`src/rtl/inst_rom_arbiter_pkg.sv`:
```
// Shared constants and helpers for the instruction ROM arbiter: ROM enable
// levels, bus widths, owner tags and the two-way winner selection function.
package inst_rom_arbiter_pkg;

    localparam logic        CHIP_ENABLE        = 1'b1;
    localparam logic        CHIP_DISABLE       = 1'b0;
    localparam logic [63:0] ZERO_DOUBLE_WORD   = 64'h0;
    localparam int          INST_ADDR_BUS      = 64;
    localparam int          INST_BUS           = 64;
    localparam int          INST_MEM_NUM_LOG2  = 17;

    // Owner tags double as the requester index into req/gnt vectors.
    localparam logic        REQ_IF             = 1'b0;
    localparam logic        REQ_DBG            = 1'b1;

    // Winner index for a non-empty request vector; ptr is the favoured side.
    function automatic logic rr_winner(input logic [1:0] req,
                                       input logic       ptr,
                                       input logic       if_prio);
        logic win;
        case (req)
            2'b01:   win = REQ_IF;
            2'b10:   win = REQ_DBG;
            2'b11:   win = if_prio ? REQ_IF : ptr;
            default: win = REQ_IF;
        endcase
        return win;
    endfunction

endpackage

```
`src/rtl/inst_rom_arbiter_rr_arb2.sv`:
```
// Two-way arbiter: round-robin on contested cycles, or fixed IF priority
// when prio_mode is set. The pointer only moves when both sides request.
module rr_arb2
    import inst_rom_arbiter_pkg::*;
(
    input  logic       clk,
    input  logic       rst,
    input  logic [1:0] req,
    input  logic       prio_mode,
    output logic [1:0] gnt
);

    logic ptr_q;
    logic ptr_d;
    logic win_s;

    // Grant selection and next pointer (the loser of a contested cycle).
    always_comb begin
        gnt   = 2'b00;
        ptr_d = ptr_q;
        win_s = REQ_IF;
        if (req != 2'b00) begin
            win_s      = rr_winner(req, ptr_q, prio_mode);
            gnt[win_s] = 1'b1;
            if ((req == 2'b11) && !prio_mode) begin
                ptr_d = ~win_s;
            end else begin
                ptr_d = ptr_q;
            end
        end else begin
            gnt = 2'b00;
        end
    end

    // Pointer register; IF is favoured out of reset.
    always_ff @(posedge clk) begin
        if (rst) begin
            ptr_q <= REQ_IF;
        end else begin
            ptr_q <= ptr_d;
        end
    end

endmodule

```
`src/rtl/inst_rom_arbiter.sv`:
```
// Shares the combinational instruction ROM between the fetch stage and the
// debug port: arbitrate, drive the ROM from a latched request, return data 2 cycles later.
module inst_rom_arbiter
    import inst_rom_arbiter_pkg::*;
#(
    parameter int ADDR_W         = INST_ADDR_BUS,
    parameter int DATA_W         = INST_BUS,
    parameter int MEM_DEPTH_LOG2 = INST_MEM_NUM_LOG2,
    parameter bit IF_PRIORITY    = 1'b0
) (
    input  logic              clk,
    input  logic              rst,
    input  logic              if_req,
    input  logic [ADDR_W-1:0] if_addr,
    output logic              if_gnt,
    output logic              if_stall,
    input  logic              if_flush,
    output logic              if_rvalid,
    output logic [DATA_W-1:0] if_rdata,
    output logic              if_rerr,
    input  logic              dbg_req,
    input  logic [ADDR_W-1:0] dbg_addr,
    output logic              dbg_gnt,
    output logic              dbg_rvalid,
    output logic [DATA_W-1:0] dbg_rdata,
    output logic              dbg_rerr,
    output logic              rom_ce,
    output logic [ADDR_W-1:0] rom_addr,
    input  logic [DATA_W-1:0] rom_inst
);

    localparam int HI_LSB = MEM_DEPTH_LOG2 + 3;

    logic [1:0]        gnt_s;
    logic              b_err_s;
    logic              b_live_s;
    logic [DATA_W-1:0] b_word_s;

    logic              b_valid_q,   b_valid_d;
    logic              b_owner_q,   b_owner_d;
    logic [ADDR_W-1:0] b_addr_q,    b_addr_d;
    logic              if_rvalid_q, if_rvalid_d;
    logic [DATA_W-1:0] if_rdata_q,  if_rdata_d;
    logic              if_rerr_q,   if_rerr_d;
    logic              dbg_rvalid_q, dbg_rvalid_d;
    logic [DATA_W-1:0] dbg_rdata_q,  dbg_rdata_d;
    logic              dbg_rerr_q,   dbg_rerr_d;

    rr_arb2 u_arb (
        .clk       (clk),
        .rst       (rst),
        .req       ({dbg_req, if_req}),
        .prio_mode (IF_PRIORITY),
        .gnt       (gnt_s)
    );

    assign if_gnt     = gnt_s[REQ_IF];
    assign dbg_gnt    = gnt_s[REQ_DBG];
    assign if_stall   = if_req & ~gnt_s[REQ_IF];
    assign if_rvalid  = if_rvalid_q;
    assign if_rdata   = if_rdata_q;
    assign if_rerr    = if_rerr_q;
    assign dbg_rvalid = dbg_rvalid_q;
    assign dbg_rdata  = dbg_rdata_q;
    assign dbg_rerr   = dbg_rerr_q;

    // Stage B address check; an erroring request never enables the ROM.
    always_comb begin
        b_err_s  = (b_addr_q[2:0] != 3'b000) || (b_addr_q[ADDR_W-1:HI_LSB] != '0);
        rom_addr = b_addr_q;
        if (b_valid_q && !b_err_s) begin
            rom_ce = CHIP_ENABLE;
        end else begin
            rom_ce = CHIP_DISABLE;
        end
    end

    // Stage A: latch the granted request; a flushed IF grant is consumed but dropped.
    always_comb begin
        b_valid_d = 1'b0;
        b_owner_d = b_owner_q;
        b_addr_d  = b_addr_q;
        if (gnt_s[REQ_DBG]) begin
            b_valid_d = 1'b1;
            b_owner_d = REQ_DBG;
            b_addr_d  = dbg_addr;
        end else if (gnt_s[REQ_IF] && !if_flush) begin
            b_valid_d = 1'b1;
            b_owner_d = REQ_IF;
            b_addr_d  = if_addr;
        end else begin
            b_valid_d = 1'b0;
        end
    end

    // Stage B to C: capture ROM data for the owner; rdata holds otherwise.
    always_comb begin
        b_live_s     = b_valid_q && !(if_flush && (b_owner_q == REQ_IF));
        b_word_s     = b_err_s ? {DATA_W{1'b0}} : rom_inst;
        if_rvalid_d  = b_live_s && (b_owner_q == REQ_IF);
        dbg_rvalid_d = b_live_s && (b_owner_q == REQ_DBG);
        if_rerr_d    = if_rvalid_d && b_err_s;
        dbg_rerr_d   = dbg_rvalid_d && b_err_s;
        if (if_rvalid_d) begin
            if_rdata_d = b_word_s;
        end else begin
            if_rdata_d = if_rdata_q;
        end
        if (dbg_rvalid_d) begin
            dbg_rdata_d = b_word_s;
        end else begin
            dbg_rdata_d = dbg_rdata_q;
        end
    end

    // Pipeline and response registers.
    always_ff @(posedge clk) begin
        if (rst) begin
            b_valid_q    <= 1'b0;
            b_owner_q    <= REQ_IF;
            b_addr_q     <= {ADDR_W{1'b0}};
            if_rvalid_q  <= 1'b0;
            if_rdata_q   <= {DATA_W{1'b0}};
            if_rerr_q    <= 1'b0;
            dbg_rvalid_q <= 1'b0;
            dbg_rdata_q  <= {DATA_W{1'b0}};
            dbg_rerr_q   <= 1'b0;
        end else begin
            b_valid_q    <= b_valid_d;
            b_owner_q    <= b_owner_d;
            b_addr_q     <= b_addr_d;
            if_rvalid_q  <= if_rvalid_d;
            if_rdata_q   <= if_rdata_d;
            if_rerr_q    <= if_rerr_d;
            dbg_rvalid_q <= dbg_rvalid_d;
            dbg_rdata_q  <= dbg_rdata_d;
            dbg_rerr_q   <= dbg_rerr_d;
        end
    end

endmodule

```
`config.mk`:
```
export PLATFORM = sky130hd
export DESIGN_NAME = inst_rom_arbiter
export DESIGN_NICKNAME = d
export VERILOG_FILES = /design/src/rtl/inst_rom_arbiter_pkg.sv /design/src/rtl/inst_rom_arbiter_rr_arb2.sv /design/src/rtl/inst_rom_arbiter.sv
export SDC_FILE = /design/constraint.sdc
export NUM_CORES = 1
export LEC_CHECK = 0
export CAP_MARGIN = 20
export CORE_AREA = 2 2 155 157
export CTS_CLUSTER_SIZE = 12
export DETAILED_ROUTE_END_ITERATION = 8
export DIE_AREA = 0 0 157 159
export GPL_ROUTABILITY_DRIVEN = 0
export GPL_TIMING_DRIVEN = 0
export PLACE_DENSITY_LB_ADDON = 0.05
export SLEW_MARGIN = 20
export SYNTH_ARGS = -nofsm -noshare
export SYNTH_HDL_FRONTEND = slang
export SYNTH_SLANG_ARGS = --single-unit
```
`constraint.sdc`:
```
create_clock -name clk -period 5.8 [get_ports clk]
set_clock_uncertainty 0.05 [all_clocks]
set_input_delay 0.58 -clock clk [delete_from_list [all_inputs] [get_ports clk]]
set_output_delay 0.58 -clock clk [all_outputs]
set_load 0.005 [all_outputs]
```
==> metrics.txt <==
top cells by count, synth=199 x dfxtp_1, 130 x nand2_1, 128 x a22o_1; CP required=5.17 ns; synth warn=0; clock tree sinks=199; post-synth cell types=23; Seq pwr share=47.8%; unrepaired setup endpoints after global routing=false; final instance area=12000 um^2; Max Fclk=269 MHz; most frequent cell after synthesis=dfxtp_1; Die Span Y=159 um; main combinational cell family by area after synthesis=compound AO/OA/AOI/OAI gates; main flop type after synthesis=dfxtp_1; grt total ovfl=0; FFs w/ async S/R, synth=0%; antenna violations before repair=1; global-route wire length before repair=40.1 mm; endpoint type of the worst setup path=primary output; Netlist Area Pre-Place=7070 um^2; Die Wd=157 um; Synth Area in Compound Gates=24.3%; Hold Path Class=register to register; cts bufs inserted=17; drt pass-1 iters=5; Final Setup Violations=0; Clock Path Buffers=2; worst relative slew slack=35.5%; LEAKAGE=4.44 nW; register area share after synthesis=56.3%; logic gate share of total power=13.3%; Post-Syn Instances=685; # H-tree levels=4; CP Launch Type=primary input; Synth area leader=dfxtp_1; DR DRC count=0; number of global-route vias before repair=6909; DR iter-0 viols=346; core area=23200 um^2; syn_area_per_cell=10.3 um^2; share of the synthesized area in the top cell type=56.3%; final hold violation count=0; cts hold-fix bufs=0; Clk Latency, worst-skew pair=0.43 ns; placed wire-length estimate=20.3 mm; Synth Area in Adders=0%; crit path kind=primary input to primary output; Final TNS setup=0 ns; vias=6911; Post-Place Cell Area=11400 um^2; Max VDD drop=0.141 mV; full die area=25000 um^2; root buf cell=clkbuf_16; Seq cells post-synth=199; largest net degree at the start of global routing=21; CTS tree=done; post-CTS setup buffer count=0; Port Buffers=395; Placement Rows=56; WL/cell=18.7 um; Power Internal=2.22 mW; CP arrival=3.09 ns; Switch Pwr=0.806 mW; Starting Density=30.5%; outcome=finished, final reports clean; Setup WS post-layout=2.08 ns; fin crit share=64.2%; Tot GR Track Use=20.8%; via density per instance=4.83; post-synthesis net count=882; Clock Power Share=38.9%; post-synthesis xor/xnor area fraction=0.124%; Layout Nets=1296; fin. max-slew vios=0; antenna viol nets, final=0; Final min period=3.72 ns; Post-synth EDFFs=0; Synth area leaders=dfxtp_1 56%, a22o_1 16%, a311oi_1 7.9%; mux cell area share after synthesis=0%; Pwr Total=3.02 mW; Area Overhead vs Synth=69.8%; worst slew pin tran=0.968 ns; simple-gate share of the synthesized area=14.6%; Net Sw Frac=26.6%; io pins=397; cts repair resizes=0; Post-Place Setup Slack=2.05 ns; Worst Path Max Fanout=10; wirelength, routed=26.7 mm; max cap viols=0; PwrDens=252 nW/um^2; layout cells sized above 1=5.31%; clock slew at reported path FFs=0.07 ns
[registers in the layout, summed over array words and instances, names as in the netlist]
register / flops
dbg_rdata: 64
if_rdata: 64
rom_addr: 64
b_owner_q: 1
b_valid_q: 1
dbg_rerr: 1
dbg_rvalid: 1
if_rerr: 1
if_rvalid: 1
u_arb.ptr_q: 1
[final timing paths]
kind                                    from            end  slack (ns)  cells after the start
worst min register to register  if_rdata[37]   if_rdata[37]        0.43                      1
worst max-delay path                  if_req        dbg_gnt        2.08                      7
worst min-delay path            if_rdata[37]   if_rdata[37]        0.43                      1
worst max register to register  rom_addr[56]  dbg_rdata[52]        3.31                      5
[layout by cell type (no fill, tap or decap), types with 2 or more instances in the layout]
| cell | n |
|---|---|
| a21oi_1 | 6 |
| a22o_1 | 128 |
| a311oi_1 | 64 |
| and3_1 | 2 |
| buf_6 | 12 |
| clkbuf_1 | 47 |
| clkbuf_16 | 17 |
| clkdlybuf4s50_1 | 395 |
| clkinv_4 | 3 |
| clkinv_8 | 3 |
| dfxtp_1 | 199 |
| inv_1 | 4 |
| inv_6 | 5 |
| inv_8 | 3 |
| nand2_1 | 130 |
| nand2_2 | 2 |
| nor2_1 | 68 |
| nor4_1 | 3 |
| nor4_2 | 4 |
| nor4_4 | 6 |
[per-stage QoR]
step                util (%)  hold slack, ns  cells
floorplan                  -           0.424    685
global placement        49.3           0.410   1399
detailed placement      49.3           0.413   1399
CTS                     51.8           0.434   1430
global route            51.8           0.444   1431
finish                  51.8           0.428   1431
[cell type report]
type | instances | area (um^2)
Inverter | 4 | 15.0
Antenna cell | 1 | 2.50
Sequential cell | 199 | 3980
Buffer | 59 | 312
Clock buffer | 17 | 425
Tap cell | 319 | 399
Clock inverter | 14 | 153
Timing Repair Buffer | 395 | 3950
Multi-Input combinational cell | 423 | 2770
Fill cell | 2180 | 11200
[cell families (layout without fill, tap and decap cells)]
kind of cell,count (synthesis),count (layout)
simple gates,222,222
flops,199,199
xor+xnor,1,1
buf+inv,63,489
compound gates,200,200
other cells,0,1
[power by group through the flow]
stage | registers, mW | logic, mW | clock network [mW]
floorplan | 1.47 | 0.127 | 0
global placement | 1.48 | 0.407 | 0
detailed placement | 1.48 | 0.404 | 0
CTS | 1.45 | 0.407 | 1.21
global route | 1.45 | 0.436 | 1.26
finish | 1.45 | 0.402 | 1.18
[routing by layer]
| layer | track usage, % | up-vias | part of all wire, % |
|---|---|---|---|
| li1 | - | 3362 | - |
| met1 | 24.1 | 3233 | 40 |
| met2 | 35.0 | 295 | 49 |
| met3 | 8.36 | 21 | 9.5 |
| met4 | 6.46 | 0 | 1.8 |
| met5 | 0 | - | 0 |
[critical path, cell delays in order]
cell and delay, ns:
clkdlybuf4s50_1 0.52, inv_1 0.08, o21ai_1 0.38, clkbuf_1 0.49, clkbuf_1 0.46, inv_1 0.08, clkdlybuf4s50_1 0.50
Note: power is estimated with default switching activity, not from simulation.
